`src/rtl/robs_pkg.sv`:
```
// Shared types and control-word bit map for the Robertson multiplier controller.
// Pure definitions: no logic, no latency, no flow control.
package robs_pkg;

  typedef enum logic [3:0] {
    IDLE     = 4'd0,
    LOAD     = 4'd1,
    INIT     = 4'd2,
    TEST     = 4'd3,
    ADD      = 4'd4,
    ADD_WB   = 4'd5,
    SHIFT_LD = 4'd6,
    SHIFT    = 4'd7,
    SHIFT_WB = 4'd8,
    WB       = 4'd9,
    DONE     = 4'd10
  } state_t;

  localparam int CW = 15;

  localparam int C_LD_Y      = 0;
  localparam int C_LD_CNT    = 1;
  localparam int C_CLR_A     = 2;
  localparam int C_LD_X      = 3;
  localparam int C_RH_SEL_LO = 4;
  localparam int C_RH_SEL_HI = 5;
  localparam int C_RL_SEL    = 6;
  localparam int C_X_SRC     = 7;
  localparam int C_LD_RH     = 8;
  localparam int C_LD_RL     = 9;
  localparam int C_ALU_ADD   = 10;
  localparam int C_SR_SHR    = 11;
  localparam int C_LD_SR     = 12;
  localparam int C_CNT_DEC   = 13;
  localparam int C_LD_A      = 14;

  localparam logic [1:0] RH_A   = 2'b00;
  localparam logic [1:0] RH_SR  = 2'b01;
  localparam logic [1:0] RH_ALU = 2'b10;

endpackage

```
`src/rtl/robs_ctrl_decode.sv`:
```
// Moore decode of (state, sub) into datapath control word, busy and done.
// Combinational, zero latency; no flow control.
module robs_ctrl_decode
  import robs_pkg::*;
(
  input  state_t          i_state,
  input  logic            i_sub,
  output logic [CW-1:0]   o_c,
  output logic            o_busy,
  output logic            o_done
);

  always_comb begin
    o_c    = '0;
    o_busy = 1'b1;
    o_done = 1'b0;
    case (i_state)
      IDLE: o_busy = 1'b0;
      LOAD: begin
        o_c[C_LD_Y]   = 1'b1;
        o_c[C_LD_CNT] = 1'b1;
        o_c[C_CLR_A]  = 1'b1;
        o_c[C_LD_X]   = 1'b1;
      end
      INIT: begin
        o_c[C_RH_SEL_HI:C_RH_SEL_LO] = RH_A;
        o_c[C_LD_RH]   = 1'b1;
        o_c[C_LD_RL]   = 1'b1;
        o_c[C_CNT_DEC] = 1'b1;
      end
      TEST: o_c = '0;
      // The sign-bit iteration subtracts; ADD gives the ALU its pipeline cycle.
      ADD: o_c[C_ALU_ADD] = ~i_sub;
      ADD_WB: begin
        o_c[C_ALU_ADD] = ~i_sub;
        o_c[C_RH_SEL_HI:C_RH_SEL_LO] = RH_ALU;
        o_c[C_LD_RH]   = 1'b1;
      end
      SHIFT_LD: o_c[C_LD_SR]  = 1'b1;
      SHIFT:    o_c[C_SR_SHR] = 1'b1;
      SHIFT_WB: begin
        o_c[C_RH_SEL_HI:C_RH_SEL_LO] = RH_SR;
        o_c[C_RL_SEL]  = 1'b1;
        o_c[C_LD_RH]   = 1'b1;
        o_c[C_LD_RL]   = 1'b1;
        o_c[C_CNT_DEC] = 1'b1;
      end
      WB: begin
        o_c[C_LD_A]  = 1'b1;
        o_c[C_LD_X]  = 1'b1;
        o_c[C_X_SRC] = 1'b1;
      end
      DONE: o_done = 1'b1;
      default: o_busy = 1'b0;
    endcase
  end

endmodule

```
`src/rtl/robs_controller.sv`:
```
// Sequencing FSM for the signed Robertson multiplier: done 36..52 cycles after start.
// No backpressure: start is sampled only in IDLE and ignored while busy.
module robs_controller
  import robs_pkg::*;
#(
  parameter int WIDTH = 8
)(
  input  logic          clk,
  input  logic          reset,
  input  logic          start,
  input  logic          zr,
  input  logic          zq,
  output logic [CW-1:0] c,
  output logic          busy,
  output logic          done
);

  // The datapath's zq only detects q%8==0, so no other width can terminate correctly.
  if (WIDTH != 8) begin : g_width_check
    $error("robs_controller supports WIDTH=8 only");
  end

  state_t        r_state;
  state_t        w_next;
  logic          r_last;
  logic          r_sub;
  logic [CW-1:0] w_c;
  logic          w_busy;
  logic          w_done;

  always_ff @(posedge clk) begin
    if (!reset) begin
      r_state <= IDLE;
      r_last  <= 1'b0;
      r_sub   <= 1'b0;
    end else begin
      r_state <= w_next;
      if (r_state == TEST) begin
        r_last <= zq;
        r_sub  <= zq;
      end
    end
  end

  always_comb begin
    w_next = r_state;
    case (r_state)
      IDLE:     w_next = start ? LOAD : IDLE;
      LOAD:     w_next = INIT;
      INIT:     w_next = TEST;
      TEST:     w_next = zr ? SHIFT_LD : ADD;
      ADD:      w_next = ADD_WB;
      ADD_WB:   w_next = SHIFT_LD;
      SHIFT_LD: w_next = SHIFT;
      SHIFT:    w_next = SHIFT_WB;
      // q has already wrapped past zero here, so the flag from TEST decides.
      SHIFT_WB: w_next = r_last ? WB : TEST;
      WB:       w_next = DONE;
      DONE:     w_next = IDLE;
      default:  w_next = IDLE;
    endcase
  end

  robs_ctrl_decode u_decode (
    .i_state (r_state),
    .i_sub   (r_sub),
    .o_c     (w_c),
    .o_busy  (w_busy),
    .o_done  (w_done)
  );

  assign c    = w_c;
  assign busy = w_busy;
  assign done = w_done;

endmodule

```
`config.mk`:
```
export PLATFORM = sky130hd
export DESIGN_NAME = robs_controller
export DESIGN_NICKNAME = d
export VERILOG_FILES = /design/src/rtl/robs_pkg.sv /design/src/rtl/robs_ctrl_decode.sv /design/src/rtl/robs_controller.sv
export SDC_FILE = /design/constraint.sdc
export NUM_CORES = 1
export LEC_CHECK = 0
export BUFFER_PORTS_ARGS = -buffer_cell sky130_fd_sc_hd__buf_2
export CORE_AREA = 2 2 39 41
export CTS_CLUSTER_SIZE = 20
export DETAILED_ROUTE_END_ITERATION = 16
export DIE_AREA = 0 0 41 43
export PLACE_DENSITY = 0.63
export SETUP_SLACK_MARGIN = 0.02
export SLEW_MARGIN = 20
export SYNTH_ARGS = -nofsm -noshare
export SYNTH_HDL_FRONTEND = slang
export SYNTH_HIERARCHICAL = 1
export SYNTH_SLANG_ARGS = --single-unit
export TNS_END_PERCENT = 30
```
`constraint.sdc`:
```
create_clock -name clk -period 1.8 [get_ports clk]
set_clock_uncertainty 0.2 [all_clocks]
set_input_delay 0.36 -clock clk [delete_from_list [all_inputs] [get_ports clk]]
set_output_delay 0.36 -clock clk [all_outputs]
set_load 0.1 [all_outputs]
```
* After elaboration in Yosys (flattened, before gate mapping)
Index checks and enable logic that the tools add are counted. Widths: inputs -> output; s select.
Cells by class: eq/ne operators 10, multiplexer cells 16, bitwise logic cells 1, reductions and logical operators 6
Operator list (count):
- $pmux 4 s10 | 1
- $eq 4x3->1 const B | 4
- $eq 4x4->1 const B | 3
- $mux 1 | 11
- $reduce_or 10->1 | 1
- $eq 4x2->1 const B | 2
- $reduce_or 2->1 | 3
- $eq 4x1->1 const B | 1
- $logic_not 4->1 | 1
- $mux 4 | 1
- $pmux 2 s2 | 1
- $mux 3 | 1
- $reduce_or 3->1 | 1
- $mux 2 | 1
- $not 1->1 | 1
Storage, ports and cells: register bits after elaboration 5, output and inout bits 17

* Depth between registers and ports, before layout
depth after elaboration 3, gate-level depth with buffers 4, depth with buffers taken out 3

* Hierarchy
Netlist, hierarchy kept.
Modules (own cells, without submodules):
- robs_ctrl_decode | instances 1, cells an instance 30, area each 226.5 µm², sequential area each 0.0 µm²
- robs_controller | instances 1, cells an instance 25, area each 220.2 µm², sequential area each 100.1 µm²

* Worst setup path after synthesis
OpenSTA, ideal clock, no wires.
kind register -> output, start point register r_state[3], end point output port c[4], data arrival time 3684 ps, required time 1240 ps, setup slack -2444 ps, stages on the path, launching flop included 3, path through dfxtp_1 > buf_6 > nor4b_1
On the way: word-level cells in the longest chain between the ends 2
Ends and longest elaborated chain:
- from (decl) | line robs_controller.sv:23 | state_t r_state;
- from (signal assigned) | line robs_controller.sv:37 | r_state <= w_next;
- $eq 4x4->1 / $eq 4x3->1 (equally long branches) | line robs_ctrl_decode.sv:17 | case (i_state)
- $pmux 2 s2 (*) | line robs_ctrl_decode.sv:17
- to (decl) | line robs_controller.sv:13 | output logic [CW-1:0] c,
Mark *: on every way between the ends. The rest lies on a longest branch, timed or not.

* Worst setup path in the final report
start point register r_state[3], end point output port c[8]
On the way: word-level cells in the longest chain between the ends 3
Ends and longest elaborated chain (line):
- $eq 4x2->1 (tied with other cells) | robs_ctrl_decode.sv:17
- $reduce_or 3->1 (no line) (*)
- $mux 1 (*) | robs_ctrl_decode.sv:17
Marks and branches as above.

==> key figures <==
Final layout
  – Layout fillers: 88
  – Fin nets: 96
  – Footprint of the multi-input gates: 394 um2
  – Layout cells sized above 1: 0.722
  – Storage cell area: about 120 um2
  – Area growth, synth to finish: 146%
  – # diodes: 0

Yosys
  – Multiplexer area fraction after synthesis: 0
  – Adder-cell area share of the yosys netlist: 0
  – Largest family of logic cells by synthesized area: simple AND/OR/NAND/NOR gates
  – Fraction of synthesized cell area in xor and xnor cells: 0.0392
  – Yosys reg bits: 5
  – Compound-Gate Fraction of Synth Area: 0.120
  – Post-synthesis cell count: 55
  – Mapped Area: 447 um2
  – Synthesized net count: 60
  – Netlist cell types: 26
  – Syn Area/Cell: 8.12 um2
  – Post-synthesis simple-gate area fraction: 0.440
  – Register area share after synthesis: 0.224
  – Yosys Warn Count: 6

Clock network
  – CTS tree: built
  – Sink Count: 5
  – Hold_buf cts: 0
  – Num CTS Buffers: 3
  – Htree depth: 1
  – Root Buffer: clkbuf_4
  – Clock transition at path regs: approximately 0.040 ns
  – Worst-Skew Late Latency: 0.24 ns
  – Clk buf depth: 2

Drt
  – Post-route ant nets: 0
  – First-pass iteration count of the detailed router: 4
  – DRC viols: 0
  – Vias/cell: 5.04
  – Routed wire length: 1410 um
  – 1st-iter DRT viols: 13
  – Vias: 534
  – Routed len/inst: roughly 13 um

Floorplan
  – Die Footprint: 1760 um2
  – Row count: 14
  – Chip Height: between 40 and 50 um
  – # IOs: 22
  – Die width: 41 um
  – CORE AREA: 1380 um2
  – Initial core utilization: 0.323

Critical path
  – WS Path Type: register to primary output
  – Worst setup EP type: primary output
  – Critical path peak fanout: 11
  – CP required: between 1 and 1.5 ns
  – Critical Path AT: between 1 and 1.5 ns
  – Critical Path Start Type: register

STA
  – Setup tns final: -1.17 ns
  – Fin crit period: approximately 1.9 ns
  – Worst-Margin Slew: ~0.27 ns
  – Unrepaired setup endpoints after global routing: true
  – Hold Vio Cnt, Final: 0
  – Final setup vio count: 17
  – Slew headroom: 0.822
  – Slew Viols, Final: 0
  – Max Fclk: 0.517 GHz
  – Post-route setup slack: -0.135 ns
  – Period Utilization, post-route: 1.08
  – Hold_ws: 0.192 ns

Global routing
  – Vias in the first global route: 515
  – Initial antenna violation count: 0
  – First-pass GRT wire length: 2170 um
  – Global-route usage over all layers: 0.176
  – Largest net degree at the start of global routing: 12
  – GRT overflow: 0

Flow run
  – Number of max-cap violations: 0

Min path
  – Worst Hold Class: primary input to register

Placement
  – Post-DP HPWL: between 800 and 900 um
  – Number of port buffers: 21
  – Final RePlAce weighted congestion: roughly 0.7

Power
  – Lkg Pwr: 0.409 nW
  – PwrDens: 617 nW/um2
  – Worst VDD drop: 0.000389 V
  – Overall Power: 0.000677 W

Outcome
  – Outcome: finished, violations left
  – Failing checks: setup timing
sequential cells by signal, summed over array words and instances, names as in the netlist:
signal	cells
r_sub	1
r_state	4
Yosys cell counts:
library cell / number / share of area
inv_2: 1 / 0.0084
nor4b_2: 1 / 0.034
a21o_1: 1 / 0.017
nor4_1: 2 / 0.028
xnor2_1: 2 / 0.039
nor2_1: 6 / 0.050
nand2b_1: 3 / 0.042
nor3_1: 6 / 0.067
nand2_2: 1 / 0.014
a21oi_1: 2 / 0.022
nand2_1: 2 / 0.017
dfxtp_1: 5 / 0.22
nor4b_1: 2 / 0.039
o31ai_1: 1 / 0.017
o2111ai_1: 1 / 0.020
nor3b_1: 2 / 0.034
buf_6: 3 / 0.076
a21boi_1: 1 / 0.017
or3_1: 2 / 0.028
nand4_1: 1 / 0.014
a21boi_0: 1 / 0.017
buf_4: 5 / 0.084
nor4bb_4: 1 / 0.056
inv_1: 1 / 0.0084
o21ai_0: 1 / 0.011
or2b_1: 1 / 0.017
area by class of cell:
type | instances | area share
timing repair buffer | 39 | 0.487
tap | 16 | 0.0182
inverter | 2 | 0.00684
multi-input combinational | 40 | 0.359
sequential | 5 | 0.105
clock buffer | 4 | 0.0239
stage by stage:
step           utilization  worst slack [ns]  std cells  cell area (um2)
2_1_floorplan            -            -0.940         55              586
3_5_place_dp         0.655           0.00589         92              906
3_3_place_gp         0.655            0.0411         92              906
6_report             0.793            -0.135        106             1100
4_1_cts              0.749            -0.158        102             1040
5_1_grt              0.793            -0.181        106             1100
layout by cell type (no fill, tap or decap), types with 2 or more instances in the layout:
master / synthesis / layout
buf_2: 0 / 4
nor3_4: 0 / 3
buf_4: 5 / 12
nand2b_1: 3 / 2
nor4b_4: 0 / 2
clkbuf_4: 0 / 3
nor3_1: 6 / 3
buf_6: 3 / 3
nor2_2: 0 / 4
nand2_1: 2 / 2
nor3b_1: 2 / 2
buf_12: 0 / 18
buf_8: 0 / 2
dfxtp_4: 0 / 4
cell families after synthesis:
| group | Yosys count |
|---|---|
| xor+xnor | 2 |
| flops | 5 |
| compound gates | 8 |
| simple gates | 30 |
| buf+inv | 10 |
worst paths after layout:
check	startpoint	endpoint	slack [ns]	depth (start not counted)
hold reg to reg	r_sub$_SDFFE_PN0N_	r_sub$_SDFFE_PN0N_	0.37	2
setup reg to reg	r_state[0]$_SDFF_PN0_	r_state[3]$_SDFF_PN0_	0.25	6
setup / recovery	r_state[3]$_SDFF_PN0_	c[8]	-0.14	3
hold / removal	start	r_state[0]$_SDFF_PN0_	0.19	3
critical path, stage by stage (launching register included):
cell and delay, ns:
dfxtp_4 0.41, nor4b_4 0.16, or3_4 0.39, buf_12 0.17
power by group:
| part | internal, W | switching, W | leakage, nW |
|---|---|---|---|
| Sequential | 0.000116 | 0.0000138 | 0.0437 |
| Clock | 0.0000837 | 0.0000448 | 0.0150 |
| Combinational | 0.000170 | 0.000249 | 0.351 |
per-layer routing:
layer	GRT usage	vias to the layer above	routed length, um
li1	-	266	-
met1	0.171	249	464
met2	0.344	17	893
met3	0.0157	2	49
met4	0.0600	0	4
met5	0	-	0
what timing repair did:
action	CTS	global route
resized for setup	14	8
pin swaps	5	5
gates cloned	0	0
endpoints found under the setup margin	17	17
setup buffers	6	4
No activity file was read; power rests on OpenSTA's default activity.
